$ cat config.mk
export PLATFORM = sky130hd
export DESIGN_NAME = round_sequencer
export DESIGN_NICKNAME = d
export VERILOG_FILES = /design/src/rtl/round_sequencer_pkg.sv /design/src/rtl/round_sequencer.sv
export SDC_FILE = /design/constraint.sdc
export NUM_CORES = 1
export LEC_CHECK = 0
export BUFFER_PORTS_ARGS = -buffer_cell sky130_fd_sc_hd__buf_4
export CORE_MARGIN = 3
export CORE_UTILIZATION = 41
export CTS_BUF_LIST = sky130_fd_sc_hd__clkbuf_4 sky130_fd_sc_hd__clkbuf_8 sky130_fd_sc_hd__clkbuf_16
export DETAILED_ROUTE_END_ITERATION = 10
export PLACE_DENSITY_LB_ADDON = 0.12
export SYNTH_ARGS = -nofsm -noshare
export SYNTH_HDL_FRONTEND = slang
export SYNTH_SLANG_ARGS = --single-unit
$ cat constraint.sdc
create_clock -name clk -period 1.3 [get_ports clk]
set_input_delay 0.13 -clock clk [delete_from_list [all_inputs] [get_ports clk]]
set_output_delay 0.13 -clock clk [all_outputs]
set_load 0.1 [all_outputs]
$ cat src/rtl/round_sequencer_pkg.sv
// rtl/round_sequencer_pkg.sv - shared constants and state encoding for the round sequencer
//
// Purpose : single source for the round-index width, the parameter defaults
//           and the FSM state encoding used by round_sequencer.
// Ports   : none (package).
// Config  : ROUND_SEQ_ABORT_EN is consumed by round_sequencer.sv, not here.

package round_sequencer_pkg;

  // Width of the index driven to the Round_Constants lookup.
  localparam int IDX_W = 4;

  // Defaults for the top-level parameters.
  localparam int ROUNDS_DEF = 12;
  localparam int RC_W_DEF   = 128;

  // FSM encoding.
  localparam int STATE_W = 2;
  localparam logic [STATE_W-1:0] S_IDLE  = 2'd0;
  localparam logic [STATE_W-1:0] S_FETCH = 2'd1;
  localparam logic [STATE_W-1:0] S_HOLD  = 2'd2;
  localparam logic [STATE_W-1:0] S_DONE  = 2'd3;

  typedef logic [IDX_W-1:0] idx_t;

endpackage

$ cat src/rtl/round_sequencer.sv
// rtl/round_sequencer.sv - issues ROUNDS round constants from an external lookup, one per handshake
//
// Purpose : walks round_counter 1..ROUNDS, registers the constant the lookup
//           returns for each index and holds it until downstream accepts it.
// Ports   :
//   clk            rising-edge clock
//   rst_n          asynchronous active-low reset
//   start          begin a run (honoured only when idle)
//   abort          (ROUND_SEQ_ABORT_EN only) drop the current run
//   round_counter  index to the Round_Constants lookup (register output)
//   rc_in          constant returned by the lookup for round_counter
//   rc_out         registered constant for the key-schedule stage
//   rc_valid       rc_out is valid
//   rc_ready       downstream accepts rc_out when rc_valid && rc_ready
//   last           rc_out is the final constant of the run
//   busy           sequencer is not idle
//   done           one-cycle pulse after the final constant is accepted
// Config  : define ROUND_SEQ_ABORT_EN to add the abort input.

module round_sequencer
  import round_sequencer_pkg::*;
#(
  parameter int ROUNDS = ROUNDS_DEF,
  parameter int RC_W   = RC_W_DEF
) (
  input  logic             clk,
  input  logic             rst_n,
  input  logic             start,
`ifdef ROUND_SEQ_ABORT_EN
  input  logic             abort,
`endif
  output logic [IDX_W-1:0] round_counter,
  input  logic [RC_W-1:0]  rc_in,
  output logic [RC_W-1:0]  rc_out,
  output logic             rc_valid,
  input  logic             rc_ready,
  output logic             last,
  output logic             busy,
  output logic             done
);

  localparam logic [IDX_W-1:0] LAST_IDX = IDX_W'(ROUNDS);

  logic [STATE_W-1:0] state_q, state_d;
  logic [IDX_W-1:0]   cnt_q, cnt_d;
  logic [RC_W-1:0]    rc_q, rc_d;
  logic               valid_q, valid_d;
  logic               abort_w;

`ifdef ROUND_SEQ_ABORT_EN
  assign abort_w = abort;
`else
  assign abort_w = 1'b0;
`endif

  always_comb begin
    state_d = state_q;
    cnt_d   = cnt_q;
    rc_d    = rc_q;
    valid_d = valid_q;

    case (state_q)
      S_IDLE: begin
        cnt_d   = '0;
        valid_d = 1'b0;
        if (start) begin
          cnt_d   = IDX_W'(1);
          state_d = S_FETCH;
        end
      end

      S_FETCH: begin
        if (abort_w) begin
          cnt_d   = '0;
          valid_d = 1'b0;
          state_d = S_IDLE;
        end else begin
          // The lookup answers combinationally for cnt_q, so capture it now.
          rc_d    = rc_in;
          valid_d = 1'b1;
          state_d = S_HOLD;
        end
      end

      S_HOLD: begin
        if (abort_w) begin
          cnt_d   = '0;
          valid_d = 1'b0;
          state_d = S_IDLE;
        end else if (rc_ready) begin
          // valid_q is always set in HOLD, so rc_ready alone is the handshake.
          valid_d = 1'b0;
          if (cnt_q == LAST_IDX) begin
            state_d = S_DONE;
          end else begin
            cnt_d   = cnt_q + IDX_W'(1);
            state_d = S_FETCH;
          end
        end
      end

      S_DONE: begin
        // Any start seen here is dropped; the run must return to IDLE first.
        cnt_d   = '0;
        valid_d = 1'b0;
        state_d = S_IDLE;
      end

      default: begin
        cnt_d   = '0;
        valid_d = 1'b0;
        state_d = S_IDLE;
      end
    endcase
  end

  always_ff @(posedge clk or negedge rst_n) begin
    if (!rst_n) begin
      state_q <= S_IDLE;
      cnt_q   <= '0;
      rc_q    <= '0;
      valid_q <= 1'b0;
    end else begin
      state_q <= state_d;
      cnt_q   <= cnt_d;
      rc_q    <= rc_d;
      valid_q <= valid_d;
    end
  end

  assign round_counter = cnt_q;
  assign rc_out        = rc_q;
  assign rc_valid      = valid_q;
  assign last          = valid_q && (cnt_q == LAST_IDX);
  assign busy          = (state_q != S_IDLE);
  assign done          = (state_q == S_DONE);

endmodule
==> impl_metrics.toml, run 1 <==
[logic_synthesis]
syn_inst = 584
synth-seq-cells = 135
avgSynthCellArea_um2 = 8.981
ys.flop_type = "dfrtp_1"
yosysTopAreaCellShare = 0.6441
synth_top_family_by_area = "simple AND/OR/NAND/NOR gates"
synth.area.mux_share = 0.004055
synth_common_cells = "387 x nand2_1, 135 x dfrtp_1, 21 x buf_2, 8 x buf_6, 4 x o21ai_1"
synth.distinct_cells = 24
ys_seq_area_frac = 0.6441
yosys_warnings = 0
synth_fa_ha_area_frac = 0.004771
synth_area_leaders = "dfrtp_1 64%, nand2_1 28%, buf_2 2.0%, buf_6 1.7%, ha_1 0.48%"
async_flop_share = 1.000
synth_xor_xnor_area_share = 0
synth_edf_count = 0
synth_most_common_cell = "nand2_1"
synth_top_area_cell = "dfrtp_1"
synthSimpleGateAreaFrac = 0.2956
synth_compound_area_frac = 0.01145
syn_nets = 718
syn_area_um2 = 5245

[timing]
whs_ns = 0.04749
fin_crit_sh = 1.311
hold_viol_final = 0
setup_tns_ns = -9.982
rsz0062_at_grt = "yes"
period_minus_slack_ns = 1.705
finalWorstSetupSlack_ns = -0.4046
fmax_mhz = 586.7
max_slew_margin = 0.7270
finalSetupViolCount = 137
worst_pin_slew_ns = 0.4086
finClkSkew_ns = 0.01003
final_max_slew_viol_count = 0

[floorplanning]
num_rows = 40
ios = 268
die_x_um = 119.1
coreArea_um2 = 12260
die_height_um = 119.1
start_util = 0.4278
die-area_um2 = 14190

[finish]
fillers = 573
finalNetCount = 1167
syn_to_final_growth_pct = 104.9
drive_gt1_frac = 0.4713
final_util = 0.8766
multi_input_area_um2 = 2191
register_area_um2 = 3391

[run]
cap_violations = 0

[clocking]
path_clk_slew_ns = 0.06
cts_tree = "built"
cts-buffers-inserted = 17
clk-insertion-delay-late_ns = 0.42
cts_buffer_depth = 2
htree_levels = 4
clk_root_buffer_cell = "clkbuf_16"
cts.sinks = 135

[worst_setup_path]
critPathCaptureType = "primary output"
required_ns = 1.17
cp_max_fo = 2
critPathKind = "reg2out"
start_kind = "register"
crit_arrival_ns = 1.57

[route]
firstDrtPassIters = 5
wl_mm = 24.04
via_count = 6044
drtAntennaViolNets = 0
vias_per_cell = 4.983
drc = 0
routedWlPerCell_um = 19.81
first_iter_violations = 562

[global_route]
grt_overflow = 0
grt_pass1_wl_mm = 30.49
grtUsageTotal = 0.2721
grt_antenna_before_repair = 0
grt_start_max_net_pins = 56
grt_pass1_vias = 5945

[placement]
port_buffers = 267
gp_congestion = 0.8123
pre_cts_slack_ns = -0.05110
hpwl_mm = 11.01

[run_status]
failed_checks = "setup timing"
outcome = "finished with violations"

[min_path]
hp-class = "in2reg"
## worst paths after layout
| kind | to | startpoint | cells past startpoint | slack, ns |
|---|---|---|---|---|
| max | last | round_counter[0]$_DFFE_PN0P_ | 5 | -0.40 |
| max in group asynchronous | rc_out[121]$_DFFE_PN0N_ | rst_n | 4 | 0.48 |
| min | round_counter[1]$_DFFE_PN0P_ | rc_ready | 3 | 0.05 |
| min in group asynchronous | rc_out[75]$_DFFE_PN0N_ | rst_n | 2 | 0.14 |
| min reg2reg | rc_out[2]$_DFFE_PN0N_ | rc_out[2]$_DFFE_PN0N_ | 2 | 0.47 |
| max reg2reg | round_counter[0]$_DFFE_PN0P_ | round_counter[0]$_DFFE_PN0P_ | 9 | -0.34 |
## critical path, cell delays in order (launching register included)
cell and delay [ns]:
dfrtp_4 0.49, inv_4 0.08, ha_4 0.16, nand3_4 0.10, nor2_4 0.14, buf_12 0.19
## placed cells by master (no fill, tap or decap), types with 3 or more instances in the layout
cell type / instances
clkbuf_16: 32
nand2_1: 277
buf_4: 276
clkinv_2: 3
clkbuf_4: 6
nand2_4: 28
clkbuf_8: 3
dfrtp_1: 129
nand2b_4: 3
nand4_1: 3
nand2_2: 82
buf_6: 16
dlygate4sd3_1: 130
buf_12: 17
o21ai_1: 3
buf_16: 3
dfrtp_2: 4
## repair_timing
action / CTS / global route
setup buffers: 7 / 13
hold buffers: 130 / 0
setup endpoints to repair: 12 / 140
gates cloned: 2 / 24
pin swaps: 4 / 93
endpoints found under the hold margin: 233 / 0
gates resized for setup: 33 / 164
## stage by stage
step,cell area (um2),std cells
floorplan,5290,584
global placement,7551,1008
detailed placement,7551,1008
CTS,9623,1177
global route,10750,1212
finish,10750,1213
## routing by layer
layer / global-route usage / wire (um)
met1: 0.3042 / 8868
met2: 0.4627 / 11930
met3: 0.08357 / 2166
met4: 0.1484 / 1069
met5: 0 / 0
## flip-flops by register name, summed over array words and instances (netlist names)
register	count
state_q	2
round_counter	4
rc_out	128
rc_valid	1
## cell type report
class / count / share of cell area
inverter: 3 / 0.001513
tap: 168 / 0.01956
multi-input combinational: 417 / 0.2038
antenna: 1 / 0.0002328
timing repair buffer: 459 / 0.4076
clock buffer: 26 / 0.04761
clock inverter: 4 / 0.004190
sequential: 135 / 0.3154
## cells by family (layout without fill, tap and decap cells)
group                    count (synthesis)  in the layout
AND/OR/NAND/NOR                        403            404
flip-flops                             135            135
buffers and inverters                   33            492
AO/OA/AOI/OAI                            9              9
adder cells (fa/ha/maj)                  2              2
multiplexers                             2              2
other                                    0              1
Power of run 1 is not shown: default switching activity piles up to over one toggle a cycle in this logic, so the estimate is an artifact.
==> run 2: changes to the inputs <==
--- a/config.mk
+++ b/config.mk
@@ -8,9 +8,8 @@
 export BUFFER_PORTS_ARGS = -buffer_cell sky130_fd_sc_hd__buf_4
 export CORE_MARGIN = 3
 export CORE_UTILIZATION = 41
-export CTS_BUF_LIST = sky130_fd_sc_hd__clkbuf_4 sky130_fd_sc_hd__clkbuf_8 sky130_fd_sc_hd__clkbuf_16
 export DETAILED_ROUTE_END_ITERATION = 10
-export PLACE_DENSITY_LB_ADDON = 0.12
+export PLACE_DENSITY = 0.76
 export SYNTH_ARGS = -nofsm -noshare
 export SYNTH_HDL_FRONTEND = slang
 export SYNTH_SLANG_ARGS = --single-unit
==> run 2 against run 1 <==
  * The flow still finishes with violations (setup timing)
  * Count of clock-buffer cells in the layout decreased by 2
  * First-iteration DRC count rose by 9.1%
  * Core utilization grew 4.4 points
  * Sequential cell count unchanged
  * Cell count rose by 1.2%
==> impl_metrics.toml, run 2 (synthesized netlist as in run 1, its figures left out) <==
[timing]
hold_viol_final = 0
period_minus_slack_ns = 1.637
fin_crit_sh = 1.259
max_slew_margin = 0.7480
fmax_mhz = 610.7
worst_pin_slew_ns = 0.3773
finalWorstSetupSlack_ns = -0.3373
rsz0062_at_grt = "yes"
final_max_slew_viol_count = 0
finalSetupViolCount = 120
finClkSkew_ns = 0.008653

[worst_setup_path]
path_buf_inv = 2
max_stage_delay_ns = 0.49
path_delay_family = "flip-flops"
r2r-start = "round_counter[0]$_DFFE_PN0P_"
cp_max_fo = 2
start_kind = "register"
crit_path_end = "last"
crit_arrival_ns = 1.51
critPathKind = "reg2out"
startpoint = "round_counter[0]$_DFFE_PN0P_"
cp_cell_sequence = "inv_4 > ha_4 > nand3_4 > nor2_4 > buf_12"
rr_endpoint = "state_q[1]$_DFFE_PN0P_"
critPathCaptureType = "primary output"
ff2ff_path_depth = 8
worstSetupPathDepth = 5
r2r_slack_ns = -0.25
cp_slowest_cell = "dfrtp_4"
required_ns = 1.17

[clocking]
htree_levels = 4
cts-buffers-inserted = 17
cts.sinks = 135
clk-insertion-delay-late_ns = 0.41
cts_buffer_depth = 2
cts_tree = "built"
path_clk_slew_ns = 0.05
clk_root_buffer_cell = "clkbuf_16"

[route]
drc = 0
vias_per_cell = 5.468
first_iter_violations = 613
via_count = 6709
wl_mm = 29.53
firstDrtPassIters = 5
routedWlPerCell_um = 24.07
drtAntennaViolNets = 0

[floorplanning]
die-area_um2 = 14190
start_util = 0.4278
ios = 268
num_rows = 40
coreArea_um2 = 12260
die_x_um = 119.1
die_height_um = 119.1

[placement]
hpwl_mm = 11.04
gp_congestion = 0.8039
port_buffers = 267
dp.cells = 1019

[run]
cap_violations = 0

[min_path]
hp-class = "in2reg"
min_path_cells = 3

[global_route]
grtUsageTotal = 0.2939
grt_pass1_vias = 6253
grt_overflow = 0
grt_pass1_wl_mm = 32.69
grt_start_max_net_pins = 34
grt_antenna_before_repair = 2

[run_status]
failed_checks = "setup timing"
outcome = "finished with violations"

[finish]
largest_reg_flops = 128
final_cell_mix = "269 x buf_4, 219 x nand2_1, 130 x dlygate4sd3_1"
finalNetCount = 1176
layout_commonest_cell = "buf_4"
syn_to_final_growth_pct = 115.2
fin_cells = 1227
drive_gt1_frac = 0.5280
run 2: cell count changes in the layout (fill, tap and decap cells not counted), sizes merged:
cell / delta
buf: +11
bufinv: +3
clkbuf: -4
clkinv: +1
diode: +3
run 2: how the worst min path moves through the flow:
| stage | from | endpoint | slack, ns |
|---|---|---|---|
| global route | rc_ready | round_counter[1]$_DFFE_PN0P_ | 0.06 |
| global placement | rst_n | rc_out[68]$_DFFE_PN0N_ | 0.04 |
| CTS | rc_ready | state_q[0]$_DFFE_PN0P_ | 0.02 |
| detailed placement | rst_n | rc_out[68]$_DFFE_PN0N_ | 0.04 |
| finish | rc_ready | round_counter[1]$_DFFE_PN0P_ | 0.07 |
| floorplan | rst_n | rc_out[0]$_DFFE_PN0N_ | -0.17 |
run 2: metrics by stage:
step | setup slack, ns | hold WS [ns] | TNS [ns] | util | cell area, um2
final | -0.3373 | 0.06951 | -11.14 | 0.9207 | 11290
after global routing | -0.3893 | 0.06476 | -13.44 | 0.9205 | 11290
after CTS | -0.3269 | 0.02403 | -0.9930 | 0.8046 | 9866
after detailed placement | -0.03925 | 0.04156 | -0.08860 | 0.6269 | 7687
after global placement | -0.01889 | 0.04472 | -0.02647 | 0.6269 | 7687
after floorplan | -0.3337 | -0.1656 | -0.8465 | - | 5290
run 2: layout make-up:
cell class / count / area (um2)
well taps: 168 / 210.2
repair buffers: 468 / 4494
flip-flops and latches: 135 / 3391
inverters: 3 / 16.27
fillers: 421 / 972.2
diodes: 4 / 10.01
clock buffers: 24 / 481.7
clock inverters: 8 / 143.9
multi-input cells: 417 / 2542
run 2: what timing repair did:
action / CTS / global route
pin swaps: 5 / 147
resized for setup: 29 / 284
endpoints found under the setup margin: 14 / 128
cloned: 3 / 17
hold buffers: 130 / 0
buffers inserted: 12 / 11
endpoints found under the hold margin: 264 / 0
run 2: metal layers:
layer,part of all wire,up-vias,global-route usage
met5,0,-,0
met4,0.074,0,0.1405
met3,0.098,185,0.09449
met2,0.49,577,0.5182
met1,0.34,3239,0.3181
li1,-,2708,-
run 2: worst min-delay path, stage by stage:
cell and delay (ns):
buf_4 0.16, nand4_1 0.10, o21ai_2 0.05
Power of run 2 is left out for the same reason.
==> run 3: changes to the inputs <==
--- a/config.mk
+++ b/config.mk
@@ -6,10 +6,11 @@
 export NUM_CORES = 1
 export LEC_CHECK = 0
 export BUFFER_PORTS_ARGS = -buffer_cell sky130_fd_sc_hd__buf_4
+export CORE_ASPECT_RATIO = 1.5
 export CORE_MARGIN = 3
-export CORE_UTILIZATION = 41
+export CORE_UTILIZATION = 35
 export DETAILED_ROUTE_END_ITERATION = 10
-export PLACE_DENSITY = 0.76
+export PLACE_DENSITY = 0.67
 export SYNTH_ARGS = -nofsm -noshare
 export SYNTH_HDL_FRONTEND = slang
 export SYNTH_SLANG_ARGS = --single-unit
==> run 3 against run 2 <==
  * The flow still finishes with violations (setup timing)
  * Critical path depth unchanged
  * Highest routed layer unchanged
  * Cell count up 1.1%
  * Count of clock-buffer cells in the layout fell by 5
==> impl_metrics.toml, run 3 (synthesized netlist as in run 1, its figures left out) <==
[worst_setup_path]
cp_cell_sequence = "inv_4 > ha_4 > nand3_4 > nor2_4 > buf_12"
rr_endpoint = "round_counter[3]$_DFFE_PN0P_"
start_kind = "register"
startpoint = "round_counter[0]$_DFFE_PN0P_"
critPathCaptureType = "primary output"
max_stage_delay_ns = 0.49
r2r-start = "round_counter[1]$_DFFE_PN0P_"
crit_path_end = "last"
crit_arrival_ns = 1.48
cp_max_fo = 2
critPathKind = "reg2out"
required_ns = 1.17
r2r_slack_ns = -0.12
ff2ff_path_depth = 5
cp_slowest_cell = "dfrtp_4"

[global_route]
grt_overflow = 0
grt_pass1_vias = 5746
grt_antenna_before_repair = 1
grtUsageTotal = 0.2174
grt_pass1_wl_mm = 28.46
grt_start_max_net_pins = 59

[floorplanning]
die_height_um = 155.9
coreArea_um2 = 14590
ios = 268
num_rows = 54
start_util = 0.3594
die_x_um = 106.0
die-area_um2 = 16520

[min_path]
hold_start = "rc_ready"
hp-class = "in2reg"

[clocking]
cts.sinks = 135
htree_levels = 4
clk-insertion-delay-late_ns = 0.41
cts_buffer_depth = 2
cts_tree = "built"
cts-buffers-inserted = 17
clk_root_buffer_cell = "clkbuf_16"
path_clk_slew_ns = 0.06

[timing]
worst_pin_slew_ns = 0.3227
finalWorstSetupSlack_ns = -0.3059
rsz0062_at_grt = "yes"
fmax_mhz = 622.7
finClkSkew_ns = 0.006163
max_slew_margin = 0.7849
hold_viol_final = 0
setup_tns_ns = -1.815
period_minus_slack_ns = 1.606
finalSetupViolCount = 47
fin_crit_sh = 1.235
final_max_slew_viol_count = 0

[route]
drtAntennaViolNets = 0
via_count = 5797
vias_per_cell = 4.671
firstDrtPassIters = 4
first_iter_violations = 302
drc = 0
wl_mm = 22.28
routedWlPerCell_um = 17.95

[run_status]
outcome = "finished with violations"
failed_checks = "setup timing"

[finish]
layout_commonest_cell = "nand2_1"
syn_to_final_growth_pct = 104.4
final_area_um2 = 10720
final_cell_mix = "272 x nand2_1, 271 x buf_4, 130 x dlygate4sd3_1, 130 x dfrtp_1, 82 x nand2_2"
finalNetCount = 1165
largest_reg_flops = 128
drive_gt1_frac = 0.4703
final_util = 0.7347

[run]
cap_violations = 0

[placement]
port_buffers = 267
hpwl_mm = 11.11
gp_congestion = 0.8050
post_dp_cell_area_um2 = 7604
pre_cts_slack_ns = -0.04038
run 3: cell types whose count changed in the layout (fill, tap and decap cells not counted), moves of 5 or more:
cell,delta
buf_6,-8
clkinvlp_4,+5
nand2_2,-16
nand2_1,+53
nand2_4,-37
inv_6,+5
run 3: timing repair:
item                       4_1_cts  5_1_grt
pin swaps                        7       68
gates cloned                     0       23
gates resized for setup         26      170
setup endpoints to repair        8      140
setup buffers                    8       15
hold endpoints to repair       264        0
hold buffers                   130        0
run 3: area by class of cell:
type	count	area (um2)
antenna	1	2.502
multi-input combinational	417	2191
inverter	3	13.76
fill	933	3871
timing repair buffer	457	4327
tap	196	245.2
sequential	135	3390
clock buffer	19	432.9
clock inverter	13	121.4
run 3: how the worst min path moves through the flow:
stage / to / slack, ns / cells after the start
after detailed placement: rc_out[51]$_DFFE_PN0N_ / 0.02 / 1
after floorplan: rc_out[0]$_DFFE_PN0N_ / -0.17 / 0
after CTS: round_counter[1]$_DFFE_PN0P_ / 0.02 / 3
after global placement: rc_out[51]$_DFFE_PN0N_ / 0.02 / 1
after global routing: round_counter[1]$_DFFE_PN0P_ / 0.05 / 3
final: round_counter[1]$_DFFE_PN0P_ / 0.04 / 3
run 3: per-stage QoR:
stage | hold WS, ns | cells
2_1_floorplan | -0.1656 | 584
3_3_place_gp | 0.01542 | 1035
3_5_place_dp | 0.02187 | 1035
4_1_cts | 0.01811 | 1205
5_1_grt | 0.04621 | 1241
6_report | 0.04415 | 1241
run 3: layer usage:
layer	track usage	part of all wire	up-vias	wire, um
li1	-	-	2684	-
met1	0.2368	0.36	2788	7977
met2	0.3923	0.54	252	12050
met3	0.04886	0.056	73	1242
met4	0.1142	0.045	0	1005
met5	0	0	-	0
run 3: critical path, delay by kind of cell, from the launching register on:
kind                       cells  cell delay, ns
buffers and inverters          2            0.24
DFF                            1            0.49
and+or+nand+nor                2            0.20
adders and majority gates      1            0.14
Power of run 3 is left out for the same reason.
